$ cat config.mk
export PLATFORM = sky130hd
export DESIGN_NAME = cnt_tracker
export DESIGN_NICKNAME = d
export VERILOG_FILES = /design/src/rtl/cnt_tracker.sv
export SDC_FILE = /design/constraint.sdc
export NUM_CORES = 1
export LEC_CHECK = 0
export CAP_MARGIN = 20
export CORE_ASPECT_RATIO = 1.2
export CORE_MARGIN = 3
export CORE_UTILIZATION = 30
export CTS_CLUSTER_DIAMETER = 200
export DETAILED_ROUTE_END_ITERATION = 12
export PLACE_DENSITY_LB_ADDON = 0.05
export SETUP_SLACK_MARGIN = 0.02
export SYNTH_ARGS = -nofsm -noshare
export SYNTH_HDL_FRONTEND = slang
export SYNTH_SLANG_ARGS = --single-unit
$ cat constraint.sdc
create_clock -name clk -period 2.2 [get_ports clk]
set_input_delay 0.66 -clock clk [delete_from_list [all_inputs] [get_ports clk]]
set_output_delay 0.66 -clock clk [all_outputs]
set_load 0.005 [all_outputs]
$ cat src/rtl/cnt_tracker.sv
// Watches a counter/sub-counter pair, flags sequence and mismatch errors, counts wraps,
// and captures a coherent snapshot when an armed trigger value is seen.
module cnt_tracker #(
  parameter int WIDTH  = 8,
  parameter int WRAP_W = 16,
  parameter int ERR_W  = 8
) (
  input  logic              clk,
  input  logic              rst_n,
  input  logic [WIDTH-1:0]  cnt_value,
  input  logic [WIDTH-1:0]  sub_cnt_value,
  input  logic              arm,
  input  logic [WIDTH-1:0]  trig_value,
  input  logic              snap_ready,
  input  logic              clr_err,
  output logic              snap_valid,
  output logic [WIDTH-1:0]  snap_cnt,
  output logic [WIDTH-1:0]  snap_sub,
  output logic [WRAP_W-1:0] snap_wraps,
  output logic [WRAP_W-1:0] wrap_count,
  output logic [ERR_W-1:0]  err_count,
  output logic              err_seq,
  output logic              err_mismatch,
  output logic              busy
);

  typedef enum logic [1:0] {IDLE, ARMED, HOLD} state_t;

  localparam logic [WIDTH-1:0]  CNT_ONE  = 1;
  localparam logic [WIDTH-1:0]  CNT_MAX  = '1;
  localparam logic [WRAP_W-1:0] WRAP_ONE = 1;
  localparam logic [ERR_W-1:0]  ERR_ONE  = 1;
  localparam logic [ERR_W-1:0]  ERR_MAX  = '1;

  state_t             state_q, state_d;
  logic [WIDTH-1:0]   prev_cnt_q, prev_cnt_d;
  logic               prev_valid_q, prev_valid_d;
  logic               err_seq_q, err_seq_d;
  logic               err_mismatch_q, err_mismatch_d;
  logic [ERR_W-1:0]   err_count_q, err_count_d;
  logic [WRAP_W-1:0]  wrap_count_q, wrap_count_d;
  logic [WIDTH-1:0]   snap_cnt_q, snap_cnt_d;
  logic [WIDTH-1:0]   snap_sub_q, snap_sub_d;
  logic [WRAP_W-1:0]  snap_wraps_q, snap_wraps_d;

  logic seq_bad, mm_bad, any_bad, wrap_seen, capture;

  always_ff @(posedge clk) begin
    if (!rst_n) begin
      state_q        <= IDLE;
      prev_cnt_q     <= '0;
      prev_valid_q   <= 1'b0;
      err_seq_q      <= 1'b0;
      err_mismatch_q <= 1'b0;
      err_count_q    <= '0;
      wrap_count_q   <= '0;
      snap_cnt_q     <= '0;
      snap_sub_q     <= '0;
      snap_wraps_q   <= '0;
    end else begin
      state_q        <= state_d;
      prev_cnt_q     <= prev_cnt_d;
      prev_valid_q   <= prev_valid_d;
      err_seq_q      <= err_seq_d;
      err_mismatch_q <= err_mismatch_d;
      err_count_q    <= err_count_d;
      wrap_count_q   <= wrap_count_d;
      snap_cnt_q     <= snap_cnt_d;
      snap_sub_q     <= snap_sub_d;
      snap_wraps_q   <= snap_wraps_d;
    end
  end

  // Checks run regardless of FSM state; a fresh error overrides a same-cycle clear.
  always_comb begin
    seq_bad      = prev_valid_q && (cnt_value != prev_cnt_q + CNT_ONE);
    mm_bad       = (cnt_value != sub_cnt_value);
    any_bad      = seq_bad || mm_bad;
    wrap_seen    = prev_valid_q && (prev_cnt_q == CNT_MAX) && (cnt_value == '0);
    prev_cnt_d   = cnt_value;
    prev_valid_d = 1'b1;
    wrap_count_d = wrap_seen ? wrap_count_q + WRAP_ONE : wrap_count_q;
    if (clr_err) begin
      err_seq_d      = seq_bad;
      err_mismatch_d = mm_bad;
      err_count_d    = any_bad ? ERR_ONE : '0;
    end else begin
      err_seq_d      = err_seq_q || seq_bad;
      err_mismatch_d = err_mismatch_q || mm_bad;
      err_count_d    = (any_bad && err_count_q != ERR_MAX) ? err_count_q + ERR_ONE : err_count_q;
    end
  end

  always_comb begin
    state_d      = state_q;
    capture      = 1'b0;
    snap_cnt_d   = snap_cnt_q;
    snap_sub_d   = snap_sub_q;
    snap_wraps_d = snap_wraps_q;
    unique case (state_q)
      IDLE: if (arm) state_d = ARMED;
      ARMED: begin
        capture = (cnt_value == trig_value);
        if (capture) begin
          snap_cnt_d   = cnt_value;
          snap_sub_d   = sub_cnt_value;
          snap_wraps_d = wrap_count_q;
          state_d      = HOLD;
        end
      end
      HOLD: if (snap_ready) state_d = arm ? ARMED : IDLE;
      default: state_d = IDLE;
    endcase
  end

  always_comb begin
    snap_valid   = (state_q == HOLD);
    busy         = (state_q != IDLE);
    snap_cnt     = snap_cnt_q;
    snap_sub     = snap_sub_q;
    snap_wraps   = snap_wraps_q;
    wrap_count   = wrap_count_q;
    err_count    = err_count_q;
    err_seq      = err_seq_q;
    err_mismatch = err_mismatch_q;
  end

endmodule

==> metrics.md <==
| Metric | Value |
|---|---|
| Gpl congestion | `0.7943` |
| Synth Instances | `373` |
| Clock Latency Late Sink | `0.33 ns` |
| WP data arrival | `2.37 ns` |
| Setup-failing EPs final | `0` |
| Hold WS | `0.4464 ns` |
| Worst-path maximum fanout | `6` |
| Required time of the critical path | `2.47 ns` |
| Most common cell in the netlist | `nand2_1` |
| Full die area | `0.01214 mm^2` |
| Fillers | `1060` |
| Status | `completed` |
| First-pass GRT wire length | `15.05 mm` |
| Sequential-to-total area share from yosys stat | `42.43%` |
| Hold endpoint | `snap_sub[0]` |
| Die Y-Extent | `120.1 um` |
| Max frequency | `0.4747 GHz` |
| Share of cells above drive strength 1 | `22.04%` |
| Antenna Cells | `0` |
| Routed WL per cell | `15.38 um` |
| Pin count of the biggest net entering global routing | `36` |
| Post-layout utilization of the core | `47.45%` |
| Power per cell area | `620.6 mW/mm^2` |
| Final slew viol count | `0` |
| Worst-Margin Slew | `0.3357 ns` |
| Number of port buffers | `88` |
| CP startpoint kind | `input port` |
| Detailed Routing Iterations Pass 1 | `4` |
| Hold depth | `2` |
| Vias/cell | `4.744` |
| Clock Pin Slew Worst Setup and Hold Paths | `0.06 ns` |
| Vias in the first global route | `2927` |
| WL final | `9.660 mm` |
| Register Area | `0.001388 mm^2` |
| Synth area leaders | `dfxtp_1 42%, nand2_1 9.6%, a21boi_1 7.8%` |
| Average size of a mapped cell | `8.728 um^2` |
| Share of the synthesized area in the top cell type | `42.43%` |
| Main synth FF type | `dfxtp_1` |
| Initial antenna violation count | `0` |
| Cell Area, Placed | `0.004484 mm^2` |
| YS warnings | `0` |
| Congestion Overflow GR | `0` |
| Syn_nets | `405` |
| Number of synthesized flops with an enable pin | `0` |
| Via Count | `2979` |
| # IOs | `89` |
| Relative slew slack | `77.42%` |
| Area growth syn-to-layout | `54.04%` |
| Final Instance Area | `0.005015 mm^2` |
| Overall Power | `0.003112 W` |
| Layout net count | `527` |
| Cells on worst reg2reg path | `8` |
| R2r endpoint | `err_count[5]` |
| Core region area | `0.01057 mm^2` |
| Min-delay src | `snap_sub[0]` |
| H-tree levels | `3` |
| Yosys cell types | `50` |
| Setup CP Type | `input port to flop` |
| Synth top cells by count | `83 x nand2_1, 69 x dfxtp_1, 34 x a21boi_1` |
| Reg2Reg Setup Slack | `0.15 ns` |
| Post-synth ARST share | `0%` |
| Max Cap Viol | `0` |
| # DRC | `0` |
| Final worst-path cycle share | `95.76%` |
| Worst r2r src | `prev_cnt_q[1]` |
| Die width | `101.1 um` |
| Initial Utilization | `30.81%` |
| Clock Skew | `0.008010 ns` |
| Multi-input gate area | `0.001906 mm^2` |
| Synth Cell Area | `0.003256 mm^2` |
| TritonCTS Buffers | `9` |
| Rows | `41` |
| Peak supply drop | `0.4002 mV` |
| Iter 0 DRT Violations | `90` |
| Half-perimeter wire length after placement | `6.714 mm` |
| Leakage | `1.958 nW` |
| Final antenna-violating net count | `0` |
| Clock Path Buffers | `2` |
| Crit. End Element | `flop` |
| Fin crit period | `2.107 ns` |
| CTS tree | `yes` |
| Clk sink count | `69` |
| Hold-fix buffers, CTS | `0` |
| Root Driver | `clkbuf_16` |
| Synth area leader | `dfxtp_1` |
| RSZ-0062 raised after global routing | `no` |
| HP Class | `flop to flop` |
| Synthesized flop and latch total | `69` |
| Final hold vios | `0` |
| GRT Overall Usage | `15.78%` |
-- how the worst max path moves through the flow --
stage                     cells past startpoint             start  slack (ns)           end
after floorplan                               9      cnt_value[7]       -0.03  err_count[5]
after global placement                        8  sub_cnt_value[1]       -0.70  err_count[5]
after detailed placement                      9      cnt_value[4]       -0.74  err_count[7]
after CTS                                     8      cnt_value[7]        0.02  err_count[5]
after global routing                          9      cnt_value[4]        0.02  err_count[5]
final                                         8  sub_cnt_value[6]        0.09  err_count[5]
-- registers in the layout, indices dropped and copies added (netlist names) --
register      flops
wrap_count       16
snap_cnt          8
snap_sub          8
snap_wraps       16
err_count         8
err_seq           1
prev_cnt_q        8
err_mismatch      1
state_q           2
prev_valid_q      1
-- where the power goes --
| group | leakage (nW) | internal, W | total (W) | switching, W |
|---|---|---|---|---|
| registers | 0.561 | 0.00127 | 0.00128 | 0.0000184 |
| logic | 1.25 | 0.000155 | 0.000277 | 0.000122 |
| clock network | 0.152 | 0.00102 | 0.00155 | 0.000535 |
-- final cells by class --
class,count,share of cell area (%)
clock buffers,11,4.840
clock inverters,4,1.447
inverters,5,0.3743
multi-input cells,275,38.00
flip-flops and latches,69,27.67
well taps,129,3.219
repair buffers,135,24.45
-- routing by layer --
layer	global-route usage [%]	vias to the layer above	wire [um]	part of all wire, %
li1	-	1498	-	-
met1	19.56	1424	4173	43
met2	26.31	43	4956	51
met3	3.837	14	346	3.6
met4	5.653	0	183	1.9
met5	0	-	0	0
-- layout by cell type, fill, tap and decap left out, types with 7 or more instances in the layout --
cell	netlist	layout
nand2_1	83	81
clkdlybuf4s50_1	0	66
dfxtp_1	69	64
buf_4	2	37
a21boi_1	34	34
and2_1	23	23
xnor2_1	21	14
xor2_1	13	11
clkbuf_16	0	9
clkbuf_2	0	9
and3_1	8	7
-- stage by stage --
stage               setup WS (ns)  std cells   TNS, ns
global route              0.02405        628         0
CTS                       0.02131        622         0
finish                    0.09335        628         0
floorplan                -0.02802        373  -0.04177
detailed placement        -0.7435        603    -30.33
global placement          -0.6984        603    -29.19
-- critical path, cell delays in order --
cell and delay, ns:
clkdlybuf4s15_1 0.24, xor2_2 0.17, nor4_2 0.21, nand2_1 0.13, or3_4 0.42, o21ba_4 0.24, nand4_1 0.12, mux2i_1 0.17
-- cell families (layout without fill, tap and decap cells) --
| kind of cell | count (synthesis) | after routing | share of synthesized area, % |
|---|---|---|---|
| and+or+nand+nor | 164 | 164 | 25.44 |
| DFF | 69 | 69 | 42.43 |
| AOI/OAI and AO/OA | 66 | 67 | 14.87 |
| xor gates and xnor gates | 35 | 35 | 9.647 |
| buffers and inverters | 30 | 155 | 4.573 |
| muxes | 6 | 6 | 1.883 |
| adders and majority gates | 3 | 3 | 1.153 |
-- what timing repair did --
action	4_1_cts	5_1_grt
setup buffers	3	3
gates resized for setup	39	56
setup endpoints to repair	55	51
cloned	1	3
pin swaps	9	20
Note: power is estimated with default switching activity, not from simulation.
